===== config.mk =====
export PLATFORM = sky130hd
export DESIGN_NAME = fir_serial_ctrl
export DESIGN_NICKNAME = d
export VERILOG_FILES = /design/src/rtl/fir_pkg.sv /design/src/rtl/fir_mac.sv /design/src/rtl/fir_serial_ctrl.sv
export SDC_FILE = /design/constraint.sdc
export NUM_CORES = 2
export LEC_CHECK = 0
export BUFFER_PORTS_ARGS = -buffer_cell sky130_fd_sc_hd__buf_2
export CORE_MARGIN = 2
export CORE_UTILIZATION = 64
export CTS_CLUSTER_DIAMETER = 80
export DETAILED_ROUTE_END_ITERATION = 10
export PLACE_DENSITY = 0.81
export SLEW_MARGIN = 20
export SYNTH_ARGS = -nofsm -noshare
export SYNTH_HDL_FRONTEND = slang
export SYNTH_SLANG_ARGS = --single-unit

===== constraint.sdc =====
create_clock -name CLK -period 13.24 [get_ports CLK]
set_input_delay 0.662 -clock CLK [delete_from_list [all_inputs] [get_ports CLK]]
set_output_delay 0.662 -clock CLK [all_outputs]
set_load 0.005 [all_outputs]

===== src/rtl/fir_pkg.sv =====
// Shared defaults, default coefficient set and controller state encoding for fir_serial_ctrl.
package fir_pkg;

  localparam int FIR_TAPS = 16;
  localparam int FIR_DW   = 16;
  localparam int FIR_ACCW = 32;

  // Symmetric low-pass set; also the values the coefficient registers reset to.
  localparam int COEF_DEFAULT [FIR_TAPS] = '{
    -58, 15, 601, 223, -2831, -2447, 10325, 26941,
    26941, 10325, -2447, -2831, 223, 601, 15, -58
  };

  typedef enum logic [1:0] {
    IDLE = 2'd0,
    MAC  = 2'd1,
    DONE = 2'd2
  } state_e;

  // Taps beyond the default set (TAPS > FIR_TAPS) start at zero.
  function automatic int coef_default(input int idx);
    return (idx >= 0 && idx < FIR_TAPS) ? COEF_DEFAULT[idx] : 0;
  endfunction

endpackage


===== src/rtl/fir_mac.sv =====
// Signed multiply-add: full-precision DW x DW product added to an ACCW-bit accumulator.
module fir_mac #(
  parameter int DW   = 16,
  parameter int ACCW = 32
) (
  input  logic signed [DW-1:0]   a_i,
  input  logic signed [DW-1:0]   b_i,
  input  logic signed [ACCW-1:0] acc_i,
  output logic signed [ACCW-1:0] sum_o
);

  logic signed [2*DW-1:0] prod;
  logic signed [ACCW-1:0] prod_ext;

  assign prod     = a_i * b_i;
  // Size cast sign-extends (or truncates) the product; the sum wraps mod 2^ACCW.
  assign prod_ext = ACCW'(prod);
  assign sum_o    = acc_i + prod_ext;

endmodule


===== src/rtl/fir_serial_ctrl.sv =====
// Serial FIR: one tap per cycle through a single MAC, valid/ready on both sides.
// Define FIR_COEF_WR_EN to add a coefficient write port (registers reset to the default set).
module fir_serial_ctrl
  import fir_pkg::*;
#(
  parameter int TAPS = FIR_TAPS,
  parameter int DW   = FIR_DW,
  parameter int ACCW = FIR_ACCW,
  localparam int AW  = $clog2(TAPS)
) (
  input  logic                   CLK,
  input  logic                   reset,
  input  logic                   in_valid,
  output logic                   in_ready,
  input  logic signed [DW-1:0]   data_in,
  output logic                   out_valid,
  input  logic                   out_ready,
  output logic signed [ACCW-1:0] data_out,
  output logic                   busy
`ifdef FIR_COEF_WR_EN
  ,
  input  logic                   coef_we,
  input  logic [AW-1:0]          coef_addr,
  input  logic signed [DW-1:0]   coef_wdata
`endif
);

  state_e                 state_q;
  logic [AW-1:0]          idx_q;
  logic signed [ACCW-1:0] acc_q;
  logic signed [ACCW-1:0] mac_sum;
  logic signed [ACCW-1:0] data_out_q;
  logic                   out_valid_q;
  logic signed [DW-1:0]   tap_q [TAPS];
  logic signed [DW-1:0]   coef  [TAPS];

`ifdef FIR_COEF_WR_EN
  // Writes land only in IDLE, so a write alongside an accepted sample is seen by its MAC pass.
  always_ff @(posedge CLK or posedge reset) begin
    if (reset) begin
      for (int i = 0; i < TAPS; i++) coef[i] <= DW'(coef_default(i));
    end else if (coef_we && state_q == IDLE) begin
      coef[coef_addr] <= coef_wdata;
    end
  end
`else
  always_comb begin
    for (int i = 0; i < TAPS; i++) coef[i] = DW'(coef_default(i));
  end
`endif

  fir_mac #(
    .DW  (DW),
    .ACCW(ACCW)
  ) u_mac (
    .a_i  (coef[idx_q]),
    .b_i  (tap_q[idx_q]),
    .acc_i(acc_q),
    .sum_o(mac_sum)
  );

  // NOTE: sequential state uses non-blocking assignments so every register samples pre-edge values.
  always_ff @(posedge CLK or posedge reset) begin
    if (reset) begin
      state_q     <= IDLE;
      idx_q       <= '0;
      acc_q       <= '0;
      data_out_q  <= '0;
      out_valid_q <= 1'b0;
      // NOTE: the delay line is reset element by element because an aborted pass must not leak old samples.
      for (int i = 0; i < TAPS; i++) tap_q[i] <= '0;
    end else begin
      case (state_q)
        IDLE: begin
          if (in_valid) begin
            tap_q[0] <= data_in;
            for (int i = 1; i < TAPS; i++) tap_q[i] <= tap_q[i-1];
            acc_q   <= '0;
            idx_q   <= '0;
            state_q <= MAC;
          end
        end
        MAC: begin
          acc_q <= mac_sum;
          idx_q <= idx_q + AW'(1);
          if (idx_q == AW'(TAPS - 1)) state_q <= DONE;
        end
        DONE: begin
          // First DONE cycle publishes the result; the handshake is only honoured once it is visible.
          if (!out_valid_q) begin
            data_out_q  <= acc_q;
            out_valid_q <= 1'b1;
          end else if (out_ready) begin
            out_valid_q <= 1'b0;
            state_q     <= IDLE;
          end
        end
        default: state_q <= IDLE;
      endcase
    end
  end

  assign in_ready  = (state_q == IDLE);
  assign busy      = (state_q != IDLE);
  assign out_valid = out_valid_q;
  assign data_out  = data_out_q;

endmodule


Word-level counts from Yosys, hierarchy flattened
Memory sizes are Yosys's and may differ from the RTL's.
Cells that the tools add are included.
- magnitude comparators: 1
- muxes and demuxes: 16
- $mul: 1
- bitwise logic cells: 2
- $add $sub $neg: 2
- reduce and logical (&&, ||, !) cells: 7
- equal/unequal tests: 7
- operators by type and width (operator ; count):
    binary-select mux 16 bit (select 4 bit) ; 1
    2-to-1 mux 16 bit ; 4
    case mux 32 bit (2 select lines) ; 1
    adder 32 bit ; 1
    multiplier 16 x 16 -> 32 bit ; 1
    2-to-1 mux 32 bit ; 1
    2-to-1 mux 2 bit ; 4
    inequality test 2 bit, second input constant ; 4
    case mux 4 bit (2 select lines) ; 1
    case mux 2 bit (3 select lines) ; 1
    AND reduction 2 bit ; 3
    greater-or-equal comparator 5 bit, second input constant ; 1
    NOT 4 -> 5 bit ; 1
    adder 4 x 1 -> 4 bit, second input constant ; 1
    == test 4 bit, second input constant ; 1
    2-to-1 mux 4 bit ; 1
    AND reduction 4 bit ; 1
    nonzero test 2 bit ; 2
    == test 2 x 1 -> 1 bit, second input constant ; 1
    == test 2 bit, second input constant ; 1
    logical NOT 2 bit ; 1
    2-to-1 mux 1 bit ; 2
    NOT 1 bit ; 1
- output and inout bits: 35
- memories: 1
- register bits after elaboration: 327
- logic and storage cells: 58
- memory bits (read-only): 256
- memories (memory ; depth ; width ; read ports ; clocked after memory_dff ; write ports ; RTL line ; RTL):
    (name not given) ; 16 ; 16 ; 1 ; 0 ; 0 ; fir_serial_ctrl.sv:56 ; .a_i (coef[idx_q]),

Longest topological paths before layout
- word-level depth: 7
- depth in mapped cells: 34

By module
From an unflattened synthesis, not the netlist that was laid out.
- cell total of the unflattened synthesis: 2223
- area total of the unflattened synthesis: 26872.0 sq um
- by module, submodules not included (module ; times used ; area an instance (sq um) ; cells an instance):
    fir_serial_ctrl ; 1 ; 15894.0 ; 1013
    fir_mac ; 1 ; 10978.0 ; 1210

Worst setup path after synthesis
Ideal clock, no wire load.
- kind: register to register
- start point: register idx_q[1]
- end point: register acc_q[31]
- required time: 13.107 ns
- path slack: 5.559 ns
- period minus slack after synthesis: 7.681 ns
- cell stages (with the launch flop): 34
- data arrival time: 7.548 ns
- path through: dfrtp_1 buf_2 buf_2 buf_4 buf_4 buf_2 inv_1 ha_1 nor2b_1 nor2_1 nor2_1 nand2_1 o21ai_1 nand2b_1 inv_1 fa_1 inv_1 fa_1 inv_1 fa_1 fa_1 fa_1 inv_1 fa_1 inv_1 ha_1 a21o_1 a21o_1 a21o_1 a211oi_1 o31ai_1 o22ai_1 xnor2_1 o21ai_0
- longest elaborated chain between the ends: 7
- RTL lines (what ; RTL line ; RTL):
    from (decl) ; fir_serial_ctrl.sv:29 ; logic [AW-1:0] idx_q;
    from (signal assigned) ; fir_serial_ctrl.sv:85 ; idx_q <= idx_q + AW'(1);
    NOT 4 -> 5 bit (not written as such) (*) ; fir_serial_ctrl.sv:56, fir_serial_ctrl.sv:57 ;
    memory read (16 x 16 bit) or binary-select mux 16 bit (select 4 bit) (tied branches) ; -- ;
    2-to-1 mux 16 bit (on tied branches) (2 in a row) ; fir_serial_ctrl.sv:56, fir_serial_ctrl.sv:57 ;
    multiplier 16 x 16 -> 32 bit (*) ; fir_mac.sv:15 ; assign prod = a_i * b_i;
    adder 32 bit (*) ; fir_mac.sv:18 ; assign sum_o = acc_i + prod_ext;
    case mux 32 bit (2 select lines) (*) ; fir_serial_ctrl.sv:73 ; case (state_q)
    to (signal assigned) ; fir_serial_ctrl.sv:84 ; acc_q <= mac_sum;
    to (decl) ; fir_serial_ctrl.sv:30 ; logic signed [ACCW-1:0] acc_q;
Every way passes the cells marked *; elsewhere a longest branch is shown, timed or not. The select of a mux whose other input is x is not followed.
A chain may end at the register's enable or synchronous reset.

Worst setup path after layout
- start point: register idx_q[2]
- end point: register acc_q[31]
Same word-level chain as after synthesis.

==> results.txt <==
----------------------------------------------------
[Placement]
  HPWL after detailed placement ... 39,900 um
  IO buf count ... 54
  Gp weighted congestion ... 0.889
  Post-detailed-placement cell area ... 25,800 um^2

[Final layout]
  Util after Layout ... 0.702
  Final layout net count ... 3,061
  Most frequent standard cell in the layout excluding fill and tap cells ... sky130_fd_sc_hd__nand2_1
  Highest-count cells in the layout ignoring fill and taps ... sky130_fd_sc_hd__nand2_1, sky130_fd_sc_hd__inv_1, sky130_fd_sc_hd__dfrtp_1
  Ratio of cells with drive above 1 in the final layout ... 0.108
  Fill cells ... 2,739
  Area overhead of the layout relative to synthesis ... 8.13%
  Post-route design area ... 27,100 um^2
  Antenna cells ... 0

[Route]
  Drt wl/cell ... 17.6 um
  Routed via count divided by cell count ... 5.69
  DR DRC count ... 0
  Via Count ... 18.1k
  Routed Wire Length ... 56,300 um
  Pre-antenna DRT Iters ... 5
  DRC marker count from the first detailed-route iteration ... 1,401
  Number of nets with antenna violations after routing ... 0

[Clock network]
  Postcts setup bufs ... 0
  Number of CTS-inserted buffers ... 38
  H-tree depth reported by CTS ... 2
  Clock Sink Count ... 327
  Gates resized, CTS repair ... 0
  Clock Root Buffer ... sky130_fd_sc_hd__clkbuf_16
  CTS max path bufs ... 3
  Worst-skew pair later-pin latency ... 580 ps
  Clock tree from TritonCTS ... yes
  Post-cts hold buffer count ... 0
  Clock slew seen by the registers of the worst setup and hold paths ... 60 ps

[Synthesis]
  Multiplexer area fraction after synthesis ... 0.0860
  Post-synthesis compound-gate area fraction ... 0.0388
  Synth warnings ... 0
  Synth area leader ... sky130_fd_sc_hd__dfrtp_1
  EDFF count, synth ... 0
  Share of the synthesized area in the top cell type ... 0.326
  Largest family of logic cells by synthesized area ... adder cells
  Fraction of registers with async set or reset after synthesis ... 1.00
  #FFs+latches synth ... 327
  XOR/XNOR share of the synthesized area ... 0.0136
  Avg Inst Size Synth ... 9.52 um^2
  Number of distinct library cells after synthesis ... 58
  Synthesized net count ... 3,055
  Synthesized-area fraction occupied by and/or/nand/nor cells ... 0.178
  Seq/Total Area, Yosys ... 0.326
  Post-Syn Instances ... 2,636
  Netlist area before placement ... 25,100 um^2
  Top cells by area, synth ... sky130_fd_sc_hd__dfrtp_1, sky130_fd_sc_hd__fa_1, sky130_fd_sc_hd__nand2_1, sky130_fd_sc_hd__mux4_2, sky130_fd_sc_hd__ha_1
  Ys flop type ... sky130_fd_sc_hd__dfrtp_1
  Post-synthesis share of cell area spent on full adders, half adders and majority gates ... 0.286

[Timing]
  Setup repair after global routing missed its margin ... no
  Worst hold-check slack ... 254 ps
  F_max ... 112 MHz
  Slew of the pin with the lowest slew margin ... 1080 ps
  Slew Limit Headroom ... 0.281
  Clock period minus final worst setup slack ... 8930 ps
  Final Hold Vio Count ... 0
  Final number of setup-violating endpoints ... 0
  Clk_skew ... 27.9 ps
  Fin Setup TNS ... 0 ps
  Number of max-slew violations in the final report ... 0
  Post-route fraction of the period consumed by the critical path ... 0.674

[Worst setup path]
  Slack of the worst reg-to-reg path ... 4310 ps
  Critical-path top delay cell ... sky130_fd_sc_hd__fa_1
  Critical Path End Type ... flop
  Critical register-to-register path startpoint ... idx_q[2]
  Number of buffer and inverter stages on the critical path ... 7
  CP Class ... reg2reg
  WP depth ... 26
  CP dominant cell by count ... sky130_fd_sc_hd__fa_1
  Cell class contributing the biggest share of worst-path delay ... adder cells
  Critical path data required time ... 13,670 ps
  Critical path startpoint ... idx_q[2]
  Biggest fanout along the worst timing path ... 48
  Crit path arrival time ... 9360 ps
  Kind of start point of the critical path ... flop
  Capturing point of the worst reg2reg path ... acc_q[31]
  Number of cell instances on the worst register-to-register path ... 26
  Peak per-stage delay on the critical path ... 770 ps
  Last element of the critical path ... acc_q[31]

[Global routing]
  Pin count of the biggest net entering global routing ... 206
  Number of global-route vias before repair ... 19.3k
  Total routing resource utilization after global routing ... 0.297
  Wire length of the first global-routing pass ... 96,200 um
  Number of antenna violations at the first check in global routing ... 0
  Remaining global-route overflow ... 0

[Die]
  Starting Density ... 0.649
  Floorplan die width ... 202 um
  Chip Height ... 202 um
  Number of rows in the core area ... 72
  Core Box Area ... 38,600 um^2
  Die area ... 40,800 um^2
  I/O pin total ... 55

[Hold path]
  Hold crit path type ... in2async

[Run]
  Max Cap Viol ... 0

[Run status]
  Run status ... finished clean

----------------------------------------------------
[worst min path at each step]
stage          slack [ps]  cells past startpoint         end        from
4_1_cts               240                      3  tap_q[240]  data_in[0]
6_report              250                      2   tap_q[50]       reset
2_1_floorplan         440                      2    tap_q[0]    tap_q[0]
3_3_place_gp          450                      2   tap_q[15]   tap_q[15]
5_1_grt               270                      3  tap_q[248]  data_in[8]
3_5_place_dp          470                      2    tap_q[6]    tap_q[6]
[cells in the mapped netlist, types with 19 or more instances]
cell type and n:
sky130_fd_sc_hd__nor2_1 164, sky130_fd_sc_hd__o21ai_0 60, sky130_fd_sc_hd__nand3_1 19, sky130_fd_sc_hd__mux2_2 43, sky130_fd_sc_hd__dfrtp_1 327, sky130_fd_sc_hd__inv_1 337
sky130_fd_sc_hd__fa_1 292, sky130_fd_sc_hd__mux4_2 69, sky130_fd_sc_hd__nand2_1 883, sky130_fd_sc_hd__buf_2 30, sky130_fd_sc_hd__a21oi_1 19, sky130_fd_sc_hd__ha_1 107
sky130_fd_sc_hd__nand2b_1 24, sky130_fd_sc_hd__xor2_1 19, sky130_fd_sc_hd__clkbuf_1 83, sky130_fd_sc_hd__xnor2_1 20
[registers in the layout, indices dropped and copies added, names as in the netlist]
name       cells
idx_q          4
acc_q         32
data_out      32
tap_q        256
state_q        2
out_valid      1
[per-stage QoR]
| step | instances | worst slack (ps) |
|---|---|---|
| after floorplan | 2636 | 3520 |
| after global placement | 3120 | 4690 |
| after detailed placement | 3120 | 4350 |
| after CTS | 3190 | 4330 |
| after global routing | 3190 | 3830 |
| final | 3190 | 4310 |
[area by class of cell]
type	instances	area (um^2)	area share
Multi-Input combinational cell	1849	15100	0.558
Sequential cell	327	8190	0.302
Inverter	338	1280	0.0470
Clock buffer	53	1090	0.0401
Tap cell	518	648	0.0239
Timing Repair Buffer	88	538	0.0198
Clock inverter	17	249	0.00918
[layer usage]
metal | track usage | share of wire | vias up | wire [um]
met5 | 0 | 0 | - | 0
met4 | 0.109 | 0.034 | 0 | 1900
met3 | 0.0460 | 0.063 | 139 | 3560
met2 | 0.505 | 0.51 | 618 | 28500
met1 | 0.392 | 0.40 | 9227 | 22300
li1 | - | - | 8163 | -
[kinds of logic after synthesis]
family	count (synthesis)
and+or+nand+nor	1135
buffers and inverters	460
adders and majority gates	399
DFF	327
AOI/OAI and AO/OA	152
muxes	124
xor gates and xnor gates	39
Power is not shown: default switching activity piles up to over one toggle a cycle in this logic, so the estimate is an artifact.
